$ cat src/rtl/fifo_wr_arbiter.sv
// -----------------------------------------------------------------------------
// fifo_wr_arbiter
//
// Two-requester round-robin arbiter that feeds a single downstream FIFO write
// port. A requester owns the port for a burst of at most BURST_LEN accepted
// writes. The grant ends early when the requester drops its request. Ownership
// passes directly to the other requester when it is waiting. A full FIFO
// stalls the current owner without consuming any of its burst.
//
// Parameters
//   DATA_W     width of requester data and FIFO write data
//   DEPTH      downstream FIFO capacity in words
//   BURST_LEN  maximum accepted writes per grant (1..15)
//
// Ports
//   clk                 rising-edge clock
//   reset               synchronous, active-low reset
//   req0/req1           write requests, held high while data0/data1 is valid
//   data0/data1         requester write data
//   ack0/ack1           high in the cycle the requester's word is written
//   fifo_cnt            downstream FIFO occupancy (values >= DEPTH mean full)
//   fifo_wr_en          FIFO write enable
//   fifo_wdata          FIFO write data (zero when no requester owns the port)
//   grant               one-hot owner: 01 = requester 0, 10 = requester 1
//   wr_count0/1         per-requester accepted-write statistics
//
// Optional feature: define FIFO_WR_ARB_STATS_EN to build saturating 16-bit
// write counters behind wr_count0/1. Without it both outputs read zero and no
// counter flops exist.
// -----------------------------------------------------------------------------
module fifo_wr_arbiter #(
  parameter int DATA_W    = 8,
  parameter int DEPTH     = 16,
  parameter int BURST_LEN = 4
) (
  input  logic              clk,
  input  logic              reset,
  input  logic              req0,
  input  logic              req1,
  input  logic [DATA_W-1:0] data0,
  input  logic [DATA_W-1:0] data1,
  output logic              ack0,
  output logic              ack1,
  input  logic [4:0]        fifo_cnt,
  output logic              fifo_wr_en,
  output logic [DATA_W-1:0] fifo_wdata,
  output logic [1:0]        grant,
  output logic [15:0]       wr_count0,
  output logic [15:0]       wr_count1
);

  // The state encoding equals the grant encoding, so grant comes straight
  // from the state register.
  typedef enum logic [1:0] {
    IDLE = 2'b00,
    OWN0 = 2'b01,
    OWN1 = 2'b10
  } state_e;

  localparam logic [31:0] DEPTH_U   = 32'(DEPTH);
  localparam logic [3:0]  BURST_MAX = 4'(BURST_LEN);

  state_e     state_q, state_d;
  logic       ptr_q, ptr_d;      // 0 favours requester 0 when both wait in IDLE
  logic [3:0] burst_q, burst_d;  // accepted writes within the current grant

  logic       fifo_full;
  logic       own_req;
  logic       other_req;
  logic       wr_en;
  logic [3:0] burst_inc;
  logic       release_grant;

  // Occupancy at or above DEPTH is full, including out-of-range counts.
  assign fifo_full = ({27'd0, fifo_cnt} >= DEPTH_U);

  assign own_req   = ((state_q == OWN0) && req0) || ((state_q == OWN1) && req1);
  assign other_req = ((state_q == OWN0) && req1) || ((state_q == OWN1) && req0);

  // NOTE: the write strobe is gated by reset as well as by the state, because
  // a synchronous reset only takes effect at the next edge; without the gate
  // the reset cycle itself could still write a word mid-burst.
  assign wr_en = reset && own_req && !fifo_full;

  assign burst_inc = burst_q + 4'd1;

  // The write that completes the burst releases in the same cycle it is
  // accepted; a dropped request releases with no write in that cycle.
  assign release_grant = !own_req || (wr_en && (burst_inc == BURST_MAX));

  // NOTE: every variable gets a default at the top of the block, so no path
  // leaves a value unassigned and no latch is inferred.
  always_comb begin
    state_d = state_q;
    ptr_d   = ptr_q;
    burst_d = burst_q;
    case (state_q)
      IDLE: begin
        burst_d = '0;
        if (req0 && (!req1 || !ptr_q)) begin
          state_d = OWN0;
        end else if (req1) begin
          state_d = OWN1;
        end
      end
      OWN0, OWN1: begin
        if (wr_en) begin
          burst_d = burst_inc;
        end
        if (release_grant) begin
          burst_d = '0;
          // Point away from the requester that just finished.
          ptr_d   = (state_q == OWN0);
          if (other_req) begin
            state_d = (state_q == OWN0) ? OWN1 : OWN0;
          end else begin
            state_d = IDLE;
          end
        end
      end
      default: begin
        state_d = IDLE;
        burst_d = '0;
      end
    endcase
  end

  // NOTE: sequential state uses non-blocking assignments only, so every flop
  // samples the pre-edge values of the others regardless of statement order.
  always_ff @(posedge clk) begin
    if (!reset) begin
      state_q <= IDLE;
      ptr_q   <= 1'b0;
      burst_q <= '0;
    end else begin
      state_q <= state_d;
      ptr_q   <= ptr_d;
      burst_q <= burst_d;
    end
  end

  assign grant      = reset ? 2'(state_q) : 2'b00;
  assign fifo_wr_en = wr_en;
  assign ack0       = wr_en && (state_q == OWN0);
  assign ack1       = wr_en && (state_q == OWN1);

  always_comb begin
    fifo_wdata = '0;
    if (reset) begin
      case (state_q)
        OWN0:    fifo_wdata = data0;
        OWN1:    fifo_wdata = data1;
        default: fifo_wdata = '0;
      endcase
    end
  end

`ifdef FIFO_WR_ARB_STATS_EN
  logic [15:0] wr_count0_q, wr_count0_d;
  logic [15:0] wr_count1_q, wr_count1_d;

  // Saturating counters: they stop at all-ones rather than wrap.
  always_comb begin
    wr_count0_d = wr_count0_q;
    wr_count1_d = wr_count1_q;
    if (ack0 && (wr_count0_q != 16'hFFFF)) begin
      wr_count0_d = wr_count0_q + 16'd1;
    end
    if (ack1 && (wr_count1_q != 16'hFFFF)) begin
      wr_count1_d = wr_count1_q + 16'd1;
    end
  end

  always_ff @(posedge clk) begin
    if (!reset) begin
      wr_count0_q <= '0;
      wr_count1_q <= '0;
    end else begin
      wr_count0_q <= wr_count0_d;
      wr_count1_q <= wr_count1_d;
    end
  end

  assign wr_count0 = wr_count0_q;
  assign wr_count1 = wr_count1_q;
`else
  assign wr_count0 = '0;
  assign wr_count1 = '0;
`endif

endmodule

$ cat config.mk
export PLATFORM = sky130hd
export DESIGN_NAME = fifo_wr_arbiter
export DESIGN_NICKNAME = d
export VERILOG_FILES = /design/src/rtl/fifo_wr_arbiter.sv
export SDC_FILE = /design/constraint.sdc
export NUM_CORES = 1
export LEC_CHECK = 0
export ABC_AREA = 1
export BUFFER_PORTS_ARGS = -buffer_cell sky130_fd_sc_hd__buf_2
export CAP_MARGIN = 5
export CORE_UTILIZATION = 28
export CTS_CLUSTER_DIAMETER = 120
export DETAILED_ROUTE_END_ITERATION = 8
export MAX_ROUTING_LAYER = met4
export PLACE_DENSITY = 0.7
export SLEW_MARGIN = 20
export SYNTH_ARGS = -nofsm -noshare
export SYNTH_HDL_FRONTEND = slang
export SYNTH_SLANG_ARGS = --single-unit
$ cat constraint.sdc
create_clock -name clk -period 2.8 [get_ports clk]
set_clock_uncertainty 0.05 [all_clocks]
set_input_delay 0.14 -clock clk [delete_from_list [all_inputs] [get_ports clk]]
set_output_delay 0.14 -clock clk [all_outputs]
set_load 0.02 [all_outputs]
==> results of run 1 <==
[critical path: cells and delay by family, from the launching register on]
kind	cells	cell delay, ns
fa+ha+maj	1	0.42
flops	1	0.41
compound gates	1	0.19
simple gates	1	0.24
buf+inv	2	0.28
[Yosys cell counts]
cell      count  area (µm²)
a21oi_1      16        80.1
buf_2         1        5.00
buf_4        33         248
clkbuf_1      1        3.75
conb_1        1        3.75
dfxtp_1       7         140
ha_1          6        75.1
inv_1        11        41.3
inv_2         1        3.75
nand2_1      39         146
nand2_2       1        6.26
nand2_4       2        22.5
nand3_1       6        30.0
nand3_2       2        20.0
nand4_1       2        12.5
nor2_1        9        33.8
nor2_2        1        6.26
nor2_4        1        11.3
o21ai_0       2        10.0
or2_2         1        6.26
[per-layer routing]
metal / vias to the layer above / track usage, % / part of all wire (%)
met5: - / - / 0
met4: 0 / 6.12 / 1.8
met3: 4 / 2.20 / 9.0
met2: 43 / 17.5 / 46
met1: 381 / 10.3 / 43
li1: 447 / - / -
[state kept, by name, indices dropped and copies added, names as in the netlist]
name and cells:
state_q 2, ptr_q 1, burst_q 4
[power by group]
group | switching (mW) | internal [mW] | total (mW)
clock network | 0.0431 | 0.0548 | 0.0979
logic | 0.249 | 0.112 | 0.361
registers | 0.0167 | 0.116 | 0.132
total | 0.309 | 0.282 | 0.591
[cells by family (layout without fill, tap and decap cells)]
logic type	Yosys count	count (layout)
buffers and inverters	47	49
AND/OR/NAND/NOR	64	64
flip-flops	7	7
adder cells (fa/ha/maj)	6	6
other	1	32
AO/OA/AOI/OAI	18	18
[final timing paths]
path,slack [ns],start,endpoint,cells past startpoint
min reg2reg,0.44,ptr_q,ptr_q,2
max,0.81,state_q[0],fifo_wdata[6],5
min,0.13,reset,state_q[0],3
max reg2reg,0.93,state_q[0],state_q[1],11
[per-stage QoR]
step,instances,setup slack [ns],cell area (µm²)
final,220,0.811,1010
after global routing,220,0.587,1010
after CTS,220,0.764,1010
after detailed placement,216,0.932,986
after global placement,216,0.915,986
after floorplan,174,1.26,1020
[final cells by class]
class	instances	area, µm²
fill	374	2040
multi-input combinational	120	581
timing repair buffer	33	165
sequential	7	140
tap	44	55.1
inverter	12	45.0
clock buffer	4	26.3
==> results.md, run 1 <==
* Clock root buffer: clkbuf_4
* CTS buffer count at 3
* TNS Setup at 0 ns
* Max Cap Viol at 0
* DRT antenna net count at 0
* Mean Syn Cell Area at 6.33 µm²
* Crit-path cells: inv_1 > ha_1 > nand2_1 > a21oi_1 > buf_2
* GRT Total Usage at roughly a tenth
* Die height at ~60 µm
* Post-DR wirelength/cell at between 7 and 8 µm
* Yosys warns at 0
* Adder-Cell Fraction of Synth Area at 8.29%
* Worst-Skew Late Latency at ~0.26 ns
* PD cells at 584 nW/µm²
* Vias/cell at ~4.0
* CP startpoint kind: flop
* Core area at ~3100 µm²
* Die W at 58.9 µm
* Hold_ws at about 0.13 ns
* Share of cells above drive strength 1 at approximately a quarter
* Final Slew Violations at 0
* Slowest stage delay, CP at 0.42 ns
* Antenna violations before repair at 0
* CP max FO at 8
* Resized cells post-CTS at 0
* Vias post-DR at 875
* DRC at 0
* First-pass GRT wire length at roughly 2.5 mm
* Sequential-to-total area share from yosys stat at between 10% and 20%
* Commonest non-fill, non-tap cell in the layout: nand2_1
* Post-Syn Area at 906 µm²
* # H-tree levels at 1
* Number of global-route vias before repair at just over 600
* Critical path class: flop to primary output
* Iteration-0 DRC Markers at 12
* Maximum clock frequency at roughly 0.50 GHz
* Reg clk slew, reported paths at approximately 0.060 ns
* CTS Sinks at 7
* Synth Area in Simple Gates at 32.6%
* TritonCTS clock tree: done
* Synth Area in Compound Gates at 9.94%
* Cell count after synthesis at approximately 140
* Unrepaired setup endpoints after global routing: no
* Xor and xnor area share after synthesis at 0%
* Global route overflow at 0
* # diodes at 0
* #FFs+latches synth at 7
* Worst Setup End Kind: primary output
* Post-CTS Setup Bufs at 0
* Routability cong. at 0.804
* Final Core Density at between 30% and 40%
* Pre-Repair DR Iteration Count at 2
* Fin. Hold Viols at 0
* Most frequent cells in the layout: 39 x nand2_1, 33 x buf_2, 32 x conb_1
* Clock Tree Buf Depth at 2
* Final HPWL DP at around 1.4 mm
* Status: complete, no violations
* Final total power at 591 µW
* Largest family of logic cells by synthesized area: buffers and inverters
* Final Net Count at around 210
* Final Cycle Share at 71.0%
* Port buffer count at 33
* Initial core utilization at between 20% and 30%
* Required @ worst endpoint at ~2.6 ns
* Die area at 3470 µm²
* CP arrival at 1.80 ns
* I/O pin total at 70
* Final wirelength at around 1.7 mm
* Largest net degree at the start of global routing at 13
* Final setup fails at 0
* Final worst path period need at a little under 2 ns
* LEAKAGE at 0.550 nW
* Mux share of post-synthesis cell area at 0%
* Critical Path Slowest Stage Cell: ha_1
* Hold_buf cts at 0
* P&R area growth vs syn at 11.7%
* Peak supply drop at 0.180 mV
* Rows at 20
* Synth cell types at 20
* Min-Delay Path Class: primary input to flop
Power figures use the tool's default switching activity.
==> run 2, diff against run 1 <==
--- a/config.mk
+++ b/config.mk
@@ -12,7 +12,7 @@
 export CTS_CLUSTER_DIAMETER = 120
 export DETAILED_ROUTE_END_ITERATION = 8
 export MAX_ROUTING_LAYER = met4
-export PLACE_DENSITY = 0.7
+export PLACE_DENSITY = 0.72
 export SLEW_MARGIN = 20
 export SYNTH_ARGS = -nofsm -noshare
 export SYNTH_HDL_FRONTEND = slang
==> constraint.sdc (replaced) <==
create_clock -name clk -period 1.6 [get_ports clk]
set_clock_uncertainty 0.05 [all_clocks]
set_input_delay 0.08 -clock clk [delete_from_list [all_inputs] [get_ports clk]]
set_output_delay 0.08 -clock clk [all_outputs]
set_load 0.02 [all_outputs]
==> run 2 against run 1 <==
Against the previous run:
- non-clock buffer count rose by 9
- largest power group unchanged
- clock power grew 62%
- total power rose by 120%
- critical endpoint is now ack1
==> results.md, run 2 (synthesis gave the netlist of run 1 again) <==
* Status: complete, no violations
* Pre-Repair DR Iteration Count at 4 (+2)
* Reg clk slew, reported paths at 0.05 ns (about the same)
* Rows at 20 (unchanged)
* Max FFs per register at 4 (unchanged)
* Switching pwr at 616 µW (+99%)
* Core area at 3050 µm² (unchanged)
* Switch share at 48.5% (-3.8 points)
* DRT antenna net count at 0 (unchanged)
* Vias/cell at 4.00 (+0.68%)
* Peak supply drop at 0.618 mV (+240%)
* Register area at 148 µm² (+5.4%)
* # H-tree levels at 1 (unchanged)
* Antenna violations before repair at 0 (unchanged)
* Post-DR wirelength/cell at 8.23 µm (+4.3%)
* Commonest non-fill, non-tap cell in the layout: nand2_1
* DRC at 0 (unchanged)
* Fin. Hold Viols at 0 (unchanged)
* Die W at 58.9 µm (unchanged)
* Global route overflow at 0 (unchanged)
* Largest net degree at the start of global routing at 12 (-1)
* Final Cycle Share at a little over nine tenths
* Final Core Density at 38.4% (+5.2 points)
* CTS buffer count at 3 (unchanged)
* Final cell count without fillers at 229 (+4.1%)
* PD cells at 1080 nW/µm² (+86%)
* CP max FO at 5 (-3)
* Critical path class: flop to primary output
* Largest Register: burst_q
* Worst-Skew Late Latency at 0.25 ns (about the same)
* Power share of the combinational group at 67.2% (+6.2 points)
* Port buffer count at 33 (unchanged)
* Fill count at 350 (-6.4%)
* Placed insts at 221 (+2.3%)
* # diodes at 0 (unchanged)
* Required @ worst endpoint at 1.47 ns (-1.14 ns)
* CP startpoint kind: flop
* GRT Total Usage at 9.60% (-0.48 points)
* Maximum clock frequency at around 0.65 GHz
* Clk pwr share at 12.5% (-4.1 points)
* Initial core utilization at 29.7% (unchanged)
* Area of the multi-input gates at 633 µm² (+9.1%)
* Final HPWL DP at 1.46 mm (+4.3%)
* Biggest regs: burst_q: 4 flops, state_q: 2 flops, ptr_q: 1 flops
* Die area at 3470 µm² (unchanged)
* Share of cells above drive strength 1 at 35.1% (+9.6 points)
* Die height at 58.9 µm (unchanged)
* Clock root buffer: clkbuf_4
* Worst Setup End Kind: primary output
* Max Cap Viol at 0 (unchanged)
* First-pass GRT wire length at 2.39 mm (-6.0%)
* Final Slew Violations at 0 (unchanged)
* Final setup fails at 0 (unchanged)
* Sequential power share at 20.3% (-2.1 points)
* LEAKAGE at 0.600 nW (+9.2%)
* Unrepaired setup endpoints after global routing: yes
* Clock Tree Buf Depth at 2 (unchanged)
* Iteration-0 DRC Markers at 20 (+8)
* CP arrival at 1.41 ns (-0.39 ns)
* TritonCTS clock tree: done
* Vias post-DR at 917 (+4.8%)
* Most frequent cells in the layout: 37 x nand2_1, 32 x conb_1, 25 x buf_2
* Final wirelength at 1.89 mm (+8.5%)
* Number of global-route vias before repair at 612 (-0.65%)
* CTS Sinks at 7 (unchanged)
* Routability cong. at 0.785 (-2.3%)
* I/O pin total at 70 (unchanged)
* Final worst path period need at approximately 1.5 ns
* P&R area growth vs syn at 29.4%
* Min-Delay Path Class: primary input to flop
* Cell internal pwr at 655 µW (+130%)
* Final Net Count at 217 (+4.3%)
## run 2: cell count changes in the layout (fill, tap and decap cells not counted), sizes merged
cell	delta
buf	+9
## run 2: per-layer routing
| metal | vias to the layer above | part of all wire (%) | global-route usage, % |
|---|---|---|---|
| li1 | 469 | - | - |
| met1 | 395 | 41 | 9.35 |
| met2 | 53 | 49 | 17.5 |
| met3 | 0 | 9.8 | 4.18 |
| met4 | 0 | 0 | 2.04 |
| met5 | - | 0 | - |
## run 2: layout make-up
type / count / area share, %
multi-input combinational: 120 / 54.0
timing repair buffer: 42 / 22.2
sequential: 7 / 12.6
tap: 44 / 4.70
inverter: 12 / 4.27
clock buffer: 4 / 2.24
## run 2: worst paths after layout
check              from  cells after the start  slack [ns]          to
min reg2reg       ptr_q                      2        0.44       ptr_q
min               reset                      3         0.1  state_q[0]
max          state_q[1]                      8        0.06        ack1
max reg2reg  state_q[1]                     11        0.14  state_q[1]
## run 2: worst max-delay path, stage by stage (launching register included)
cell	delay, ns
dfxtp_4	0.37
inv_4	0.08
ha_4	0.14
nand2_2	0.06
nand2_4	0.09
nand2_4	0.07
buf_6	0.13
nor2_2	0.07
buf_4	0.14
## run 2: power groups by stage
stage	sequential [mW]	clock [mW]	combinational, mW
after floorplan	0.229	0	0.559
after global placement	0.230	0	0.696
after detailed placement	0.233	0	0.706
after CTS	0.232	0.167	0.719
after global routing	0.263	0.179	0.929
final	0.258	0.159	0.854
## run 2: timing repair
action,4_1_cts,5_1_grt
hold buffers,0,0
endpoints found under the setup margin,10,13
setup buffers,0,4
pin swaps,0,2
gates resized for setup,6,22
gates cloned,0,0
## run 2: per-stage QoR
step	total power [mW]	TNS (ns)	setup slack [ns]	hold slack [ns]	cell area, µm²
2_1_floorplan	0.788	0	0.119	0.291	1020
3_3_place_gp	0.925	0	0.111	0.350	1020
3_5_place_dp	0.939	0	0.0479	0.359	1020
4_1_cts	1.12	-0.305	-0.0492	0.0937	1060
5_1_grt	1.37	-0.0159	-0.00689	0.0987	1170
6_report	1.27	0	0.0634	0.0985	1170
